## src/rtl/inst_fetch.sv

```systemverilog
// Instruction fetch stage: owns the PC, issues one outstanding req/ack fetch
// at a time, buffers up to two {word, pc} entries for decode, and handles
// stall and redirect (wrong-path flush).
module inst_fetch #(
  parameter logic [31:0] RESET_PC = 32'h0000_0000
) (
  input  logic        clk,
  input  logic        rst_n,
  output logic        imem_req,
  output logic [31:0] imem_addr,
  input  logic        imem_ack,
  input  logic [31:0] imem_rdata,
  input  logic        stall,
  input  logic        redirect,
  input  logic [31:0] redirect_pc,
  output logic        inst_valid,
  output logic [31:0] Instruction,
  output logic [31:0] inst_pc
);

  typedef enum logic [1:0] {
    IDLE,
    WAIT,
    DROP
  } state_t;

  state_t      state, state_next;
  logic [31:0] fetch_pc, fetch_pc_next;
  logic        req_next;
  logic [31:0] addr_next;

  // Two-entry FIFO kept as a shift pair: entry 0 is always the head.
  logic [31:0] word0, word1, pc0, pc1;
  logic [31:0] word0_next, word1_next, pc0_next, pc1_next;
  logic [1:0]  count, count_next;
  logic [1:0]  slot;

  logic        pop, push;
  logic [31:0] rpc;

  assign inst_valid  = (count != 2'd0);
  assign Instruction = word0;
  assign inst_pc     = pc0;

  // FIFO bookkeeping: redirect flushes, otherwise push/pop update occupancy.
  always_comb begin
    rpc        = redirect_pc & 32'hFFFF_FFFC;
    pop        = (count != 2'd0) && !stall && !redirect;
    push       = (state == WAIT) && imem_ack && !redirect;
    word0_next = word0;
    word1_next = word1;
    pc0_next   = pc0;
    pc1_next   = pc1;
    slot       = count - {1'b0, pop};
    if (redirect) begin
      count_next = '0;
    end else begin
      count_next = count + {1'b0, push} - {1'b0, pop};
    end
    if (pop) begin
      word0_next = word1;
      pc0_next   = pc1;
    end
    // Requests only start when space is guaranteed, so slot is 0 or 1 here.
    if (push) begin
      if (slot == 2'd0) begin
        word0_next = imem_rdata;
        pc0_next   = imem_addr;
      end else begin
        word1_next = imem_rdata;
        pc1_next   = imem_addr;
      end
    end
  end

  // Fetch FSM next-state, PC and request generation.
  always_comb begin
    state_next    = state;
    fetch_pc_next = fetch_pc;
    req_next      = imem_req;
    addr_next     = imem_addr;
    unique case (state)
      IDLE: begin
        if (redirect) begin
          fetch_pc_next = rpc;
        end else if (count_next <= 2'd1) begin
          req_next   = 1'b1;
          addr_next  = fetch_pc;
          state_next = WAIT;
        end
      end
      WAIT: begin
        if (redirect && imem_ack) begin
          // Data belongs to the wrong path; reissue immediately at the target.
          fetch_pc_next = rpc;
          addr_next     = rpc;
          req_next      = 1'b1;
        end else if (redirect) begin
          // Request must complete unchanged; remember the target meanwhile.
          fetch_pc_next = rpc;
          state_next    = DROP;
        end else if (imem_ack) begin
          fetch_pc_next = fetch_pc + 32'd4;
          if (count_next <= 2'd1) begin
            addr_next = fetch_pc + 32'd4;
          end else begin
            req_next   = 1'b0;
            state_next = IDLE;
          end
        end
      end
      DROP: begin
        if (redirect) begin
          fetch_pc_next = rpc;
        end
        if (imem_ack) begin
          req_next   = 1'b1;
          addr_next  = redirect ? rpc : fetch_pc;
          state_next = WAIT;
        end
      end
      default: state_next = IDLE;
    endcase
  end

  // State, PC, request and FIFO registers.
  always_ff @(posedge clk or negedge rst_n) begin
    if (!rst_n) begin
      state     <= IDLE;
      fetch_pc  <= RESET_PC;
      imem_req  <= 1'b0;
      imem_addr <= RESET_PC;
      count     <= '0;
      word0     <= '0;
      word1     <= '0;
      pc0       <= '0;
      pc1       <= '0;
    end else begin
      state     <= state_next;
      fetch_pc  <= fetch_pc_next;
      imem_req  <= req_next;
      imem_addr <= addr_next;
      count     <= count_next;
      word0     <= word0_next;
      word1     <= word1_next;
      pc0       <= pc0_next;
      pc1       <= pc1_next;
    end
  end

endmodule

```

## config.mk

```make
export PLATFORM = sky130hd
export DESIGN_NAME = inst_fetch
export DESIGN_NICKNAME = d
export VERILOG_FILES = /design/src/rtl/inst_fetch.sv
export SDC_FILE = /design/constraint.sdc
export NUM_CORES = 1
export LEC_CHECK = 0
export ABC_AREA = 1
export BUFFER_PORTS_ARGS = -buffer_cell sky130_fd_sc_hd__buf_2
export CAP_MARGIN = 20
export CORE_MARGIN = 2
export CORE_UTILIZATION = 50
export CTS_BUF_LIST = sky130_fd_sc_hd__clkbuf_4
export DETAILED_ROUTE_END_ITERATION = 10
export GPL_TIMING_DRIVEN = 0
export PLACE_DENSITY = 0.72
export SYNTH_ARGS = -nofsm -noshare
export SYNTH_HDL_FRONTEND = slang
export SYNTH_SLANG_ARGS = --single-unit
```

## constraint.sdc

```tcl
create_clock -name clk -period 8.04 [get_ports clk]
set_clock_uncertainty 0.2 [all_clocks]
set_input_delay 1.206 -clock clk [delete_from_list [all_inputs] [get_ports clk]]
set_output_delay 1.206 -clock clk [all_outputs]
set_load 0.02 [all_outputs]
```

==> qor_table.md <==
| Step | Quantity | Value |
| --- | --- | --- |
| outcome | Result of the run | finished clean |
| power | Maximum VDD drop | 151.5 uV |
| clock network | Maximum count of clock buffers along a single path | 2 |
| sta | Worst Setup Slack, final | 4.591 ns |
| placement | Post-Place Setup Slack | 4.012 ns |
| sta | Max Clock Freq | 289.9 MHz |
| synthesis | Count of warnings emitted by yosys | 0 |
| placement | Final weighted congestion of routability-driven global placement | 1.041 |
| synthesis | Synthesized netlist cell count | 1300 |
| drt | Post-DRT Antenna Nets | 0 |
| power | Pwr Density | 402.5 mW/mm^2 |
| grt | Antenna violations before repair | 1 |
| floorplanning | Std-Cell Core Area | 0.02043 mm^2 |
| critical path | Worst setup path category | in -> reg |
| final layout | Filler Cell Count | 1929 |
| clock network | Clk slew on worst S/H paths | 0.17 ns |
| floorplanning | Die width | 148.8 um |
| placement | Number of instances in the placed design | 1735 |
| drt | DR vias/cell | 5.643 |
| clock network | Root buffer cell | clkbuf_4 |
| grt | Via count of the first global-routing pass | 9408 |
| critical path | Critical Path Source Type | primary input |
| floorplanning | Die Span Y | 148.8 um |
| clock network | Total clock buffers created by CTS | 17 |
| clock network | Worst-Skew Late Latency | 0.62 ns |
| clock network | Post-cts sizing count | 0 |
| drt | Initial DRT Pass Iterations | 5 |
| synthesis | Flops & latches, synth | 197 |
| sta | Pins Over Slew Limit | 0 |
| sta | Final TNS setup | 0 ns |
| clock network | Hold-fix buffers, CTS | 0 |
| floorplanning | Die area | 0.02213 mm^2 |
| sta | Crit share post-route | 0.4290 |
| run | Number of violations of the max-capacitance limit | 0 |
| final layout | Most frequent cells in the layout | nand2_1 (365), dfrtp_1 (197), buf_2 (178), nor2_1 (144), nand3_1 (113) |
| sta | Slew @ Worst Pin | 0.7551 ns |
| floorplanning | Number of placed I/O pins | 167 |
| synthesis | Synth unique cells | 40 |
| critical path | Kind of end point of the critical path | register |
| floorplanning | Number of placement rows | 52 |
| clock network | Number of setup buffers added after CTS | 0 |
| final layout | Proportion of layout cells with a drive suffix above 1 | 0.1997 |
| final layout | Number of cells in the finished layout apart from fillers | 1769 |
| drt | Via count of the routed design | 9983 |
| synthesis | Synthesized net count | 1375 |
| final layout | Number of nets in the layout | 1559 |
| drt | Routed length per instance | 18.43 um |
| drt | Post-route DRC | 0 |
| sta | Total of endpoints with negative setup slack in the final report | 0 |
| placement | Post-detail-place hpwl | 24.05 mm |
| sta | Relative max-transition margin | 0.4966 |
| grt | Total routing resource utilization after global routing | 0.2971 |
| clock network | CTS sink cnt | 197 |
| min path | Path category of the worst min-delay check | reg -> reg |
| grt | First-pass GRT wire length | 51.34 mm |
| clock network | CTS tree | yes |
| synthesis | Share of synthesized area occupied by flip-flops and latches | 0.4705 |
| final layout | Area Growth Syn to Fin | 14.40% |
| sta | Unrepaired setup endpoints after global routing | false |
| clock network | Deepest level of the CTS H-tree | 4 |
| final layout | Final Util | 0.5867 |
| floorplanning | Effective utilization at floorplan | 0.5129 |
| critical path | Data required time of the critical path | 8.35 ns |
| drt | Final Routed Wirelength | 32.61 mm |
| drt | DRC marker count from the first detailed-route iteration | 905 |
| critical path | Data arrival time at the worst-slack endpoint | 3.76 ns |
| placement | Port Buffer Count | 164 |
| critical path | Maximum fanout encountered on the critical timing path | 10 |
| sta | Final worst path period need | 3.449 ns |
| final layout | Leading cell type in the layout, fill and taps excluded | nand2_1 |
| synthesis | Post-synthesis area per instance | 8.060 um^2 |
| grt | Maximum number of pins on one net before global-route repair | 113 |
| grt | Final global-route overflow total | 0 |
| sta | Number of hold violations in the final report | 0 |
| power | Leakage component of the power | 5.867 nW |
| synthesis | Post-Synthesis Cell Area | 0.01048 mm^2 |
==> critical path, cell delays in order <==
cell and delay (ns):
buf_2 0.11, nor2_1 0.17, nand2_1 0.12, clkbuf_1 0.28
xnor2_1 0.24, ha_1 0.21, xor2_2 0.24, xor2_2 0.24
nand3_2 0.19, nand3_4 0.22, buf_4 0.26, nor2_1 0.06
nand2_1 0.13, nand2_1 0.07
==> flip-flops by register name, indices dropped and copies added, names as in the netlist <==
register     count
count            2
imem_req         1
fetch_pc        32
pc1             32
inst_pc         32
Instruction     32
word1           32
state            2
imem_addr       32
==> power by group <==
group	switching (mW)	internal [mW]
sequential	0.329	1.42
combinational	1.69	0.824
clock	0.411	0.150
total	2.43	2.39
==> through the flow <==
stage | total power [mW] | instance area (um^2) | hold slack [ns]
floorplan | 3.357 | 10480 | 0.2537
global placement | 4.188 | 11640 | 0.2698
detailed placement | 4.242 | 11670 | 0.2768
CTS | 4.792 | 11980 | 0.3160
global route | 5.164 | 11980 | 0.3373
finish | 4.825 | 11990 | 0.3092
==> logic make-up after synthesis <==
group | count (synthesis) | synth area share
compound gates | 229 | 0.1336
xor+xnor | 18 | 0.01648
mux | 59 | 0.06341
fa+ha+maj | 6 | 0.007165
buf+inv | 148 | 0.05756
simple gates | 643 | 0.2513
flops | 197 | 0.4705
==> layer usage <==
layer | GRT usage | vias up | part of all wire
li1 | - | 4747 | -
met1 | 0.4146 | 4733 | 0.44
met2 | 0.4803 | 441 | 0.46
met3 | 0.04648 | 62 | 0.073
met4 | 0.09381 | 0 | 0.027
met5 | 0 | - | 0
==> cell type report <==
cell class	instances	area, um^2	area share
Antenna cell	2	5.005	0.0004175
Buffer	86	367.9	0.03069
Clock buffer	17	127.6	0.01065
Clock inverter	15	180.2	0.01503
Inverter	62	235.2	0.01962
Multi-Input combinational cell	955	4945	0.4125
Sequential cell	197	4930	0.4113
Tap cell	270	337.8	0.02818
Timing Repair Buffer	165	858.3	0.07161
==> cell usage after synthesis (all sizes together) <==
cell type  count  share of area
mux2          59          0.063
a21boi         2         0.0014
buf           30          0.015
a31oi         64          0.038
inv           60          0.022
nor2         150          0.056
nand2        366           0.13
nor3           4         0.0024
nand4          8         0.0048
o211ai         3         0.0021
a221oi         9         0.0075
nand3        115          0.057
o31ai         10         0.0072
clkbuf        56          0.020
o21ai         74          0.037
o22ai          1        0.00060
a211oi         7         0.0050
dfrtp        197           0.47
a41oi          7         0.0059
ha             6         0.0072
a21oi         35          0.017
xor2          17          0.016
clkinv         2        0.00072
a22oi         17          0.012
xnor2          1        0.00084
==> path summary, 6_finish.rpt <==
kind | startpoint | endpoint | slack [ns] | cells past startpoint
setup / recovery | redirect | imem_addr[31]$_DFFE_PN0P_ | 4.59 | 14
hold / removal | pc1[4]$_DFFE_PN0P_ | pc1[4]$_DFFE_PN0P_ | 0.31 | 2
setup reg to reg | count[1]$_DFF_PN0_ | imem_addr[31]$_DFFE_PN0P_ | 4.77 | 14
hold reg to reg | pc1[4]$_DFFE_PN0P_ | pc1[4]$_DFFE_PN0P_ | 0.31 | 2
max in group asynchronous | rst_n | pc1[27]$_DFFE_PN0P_ | 6.29 | 2
min in group asynchronous | rst_n | Instruction[25]$_DFF_PN0_ | 0.35 | 1
(Power assumes the default switching activity.)
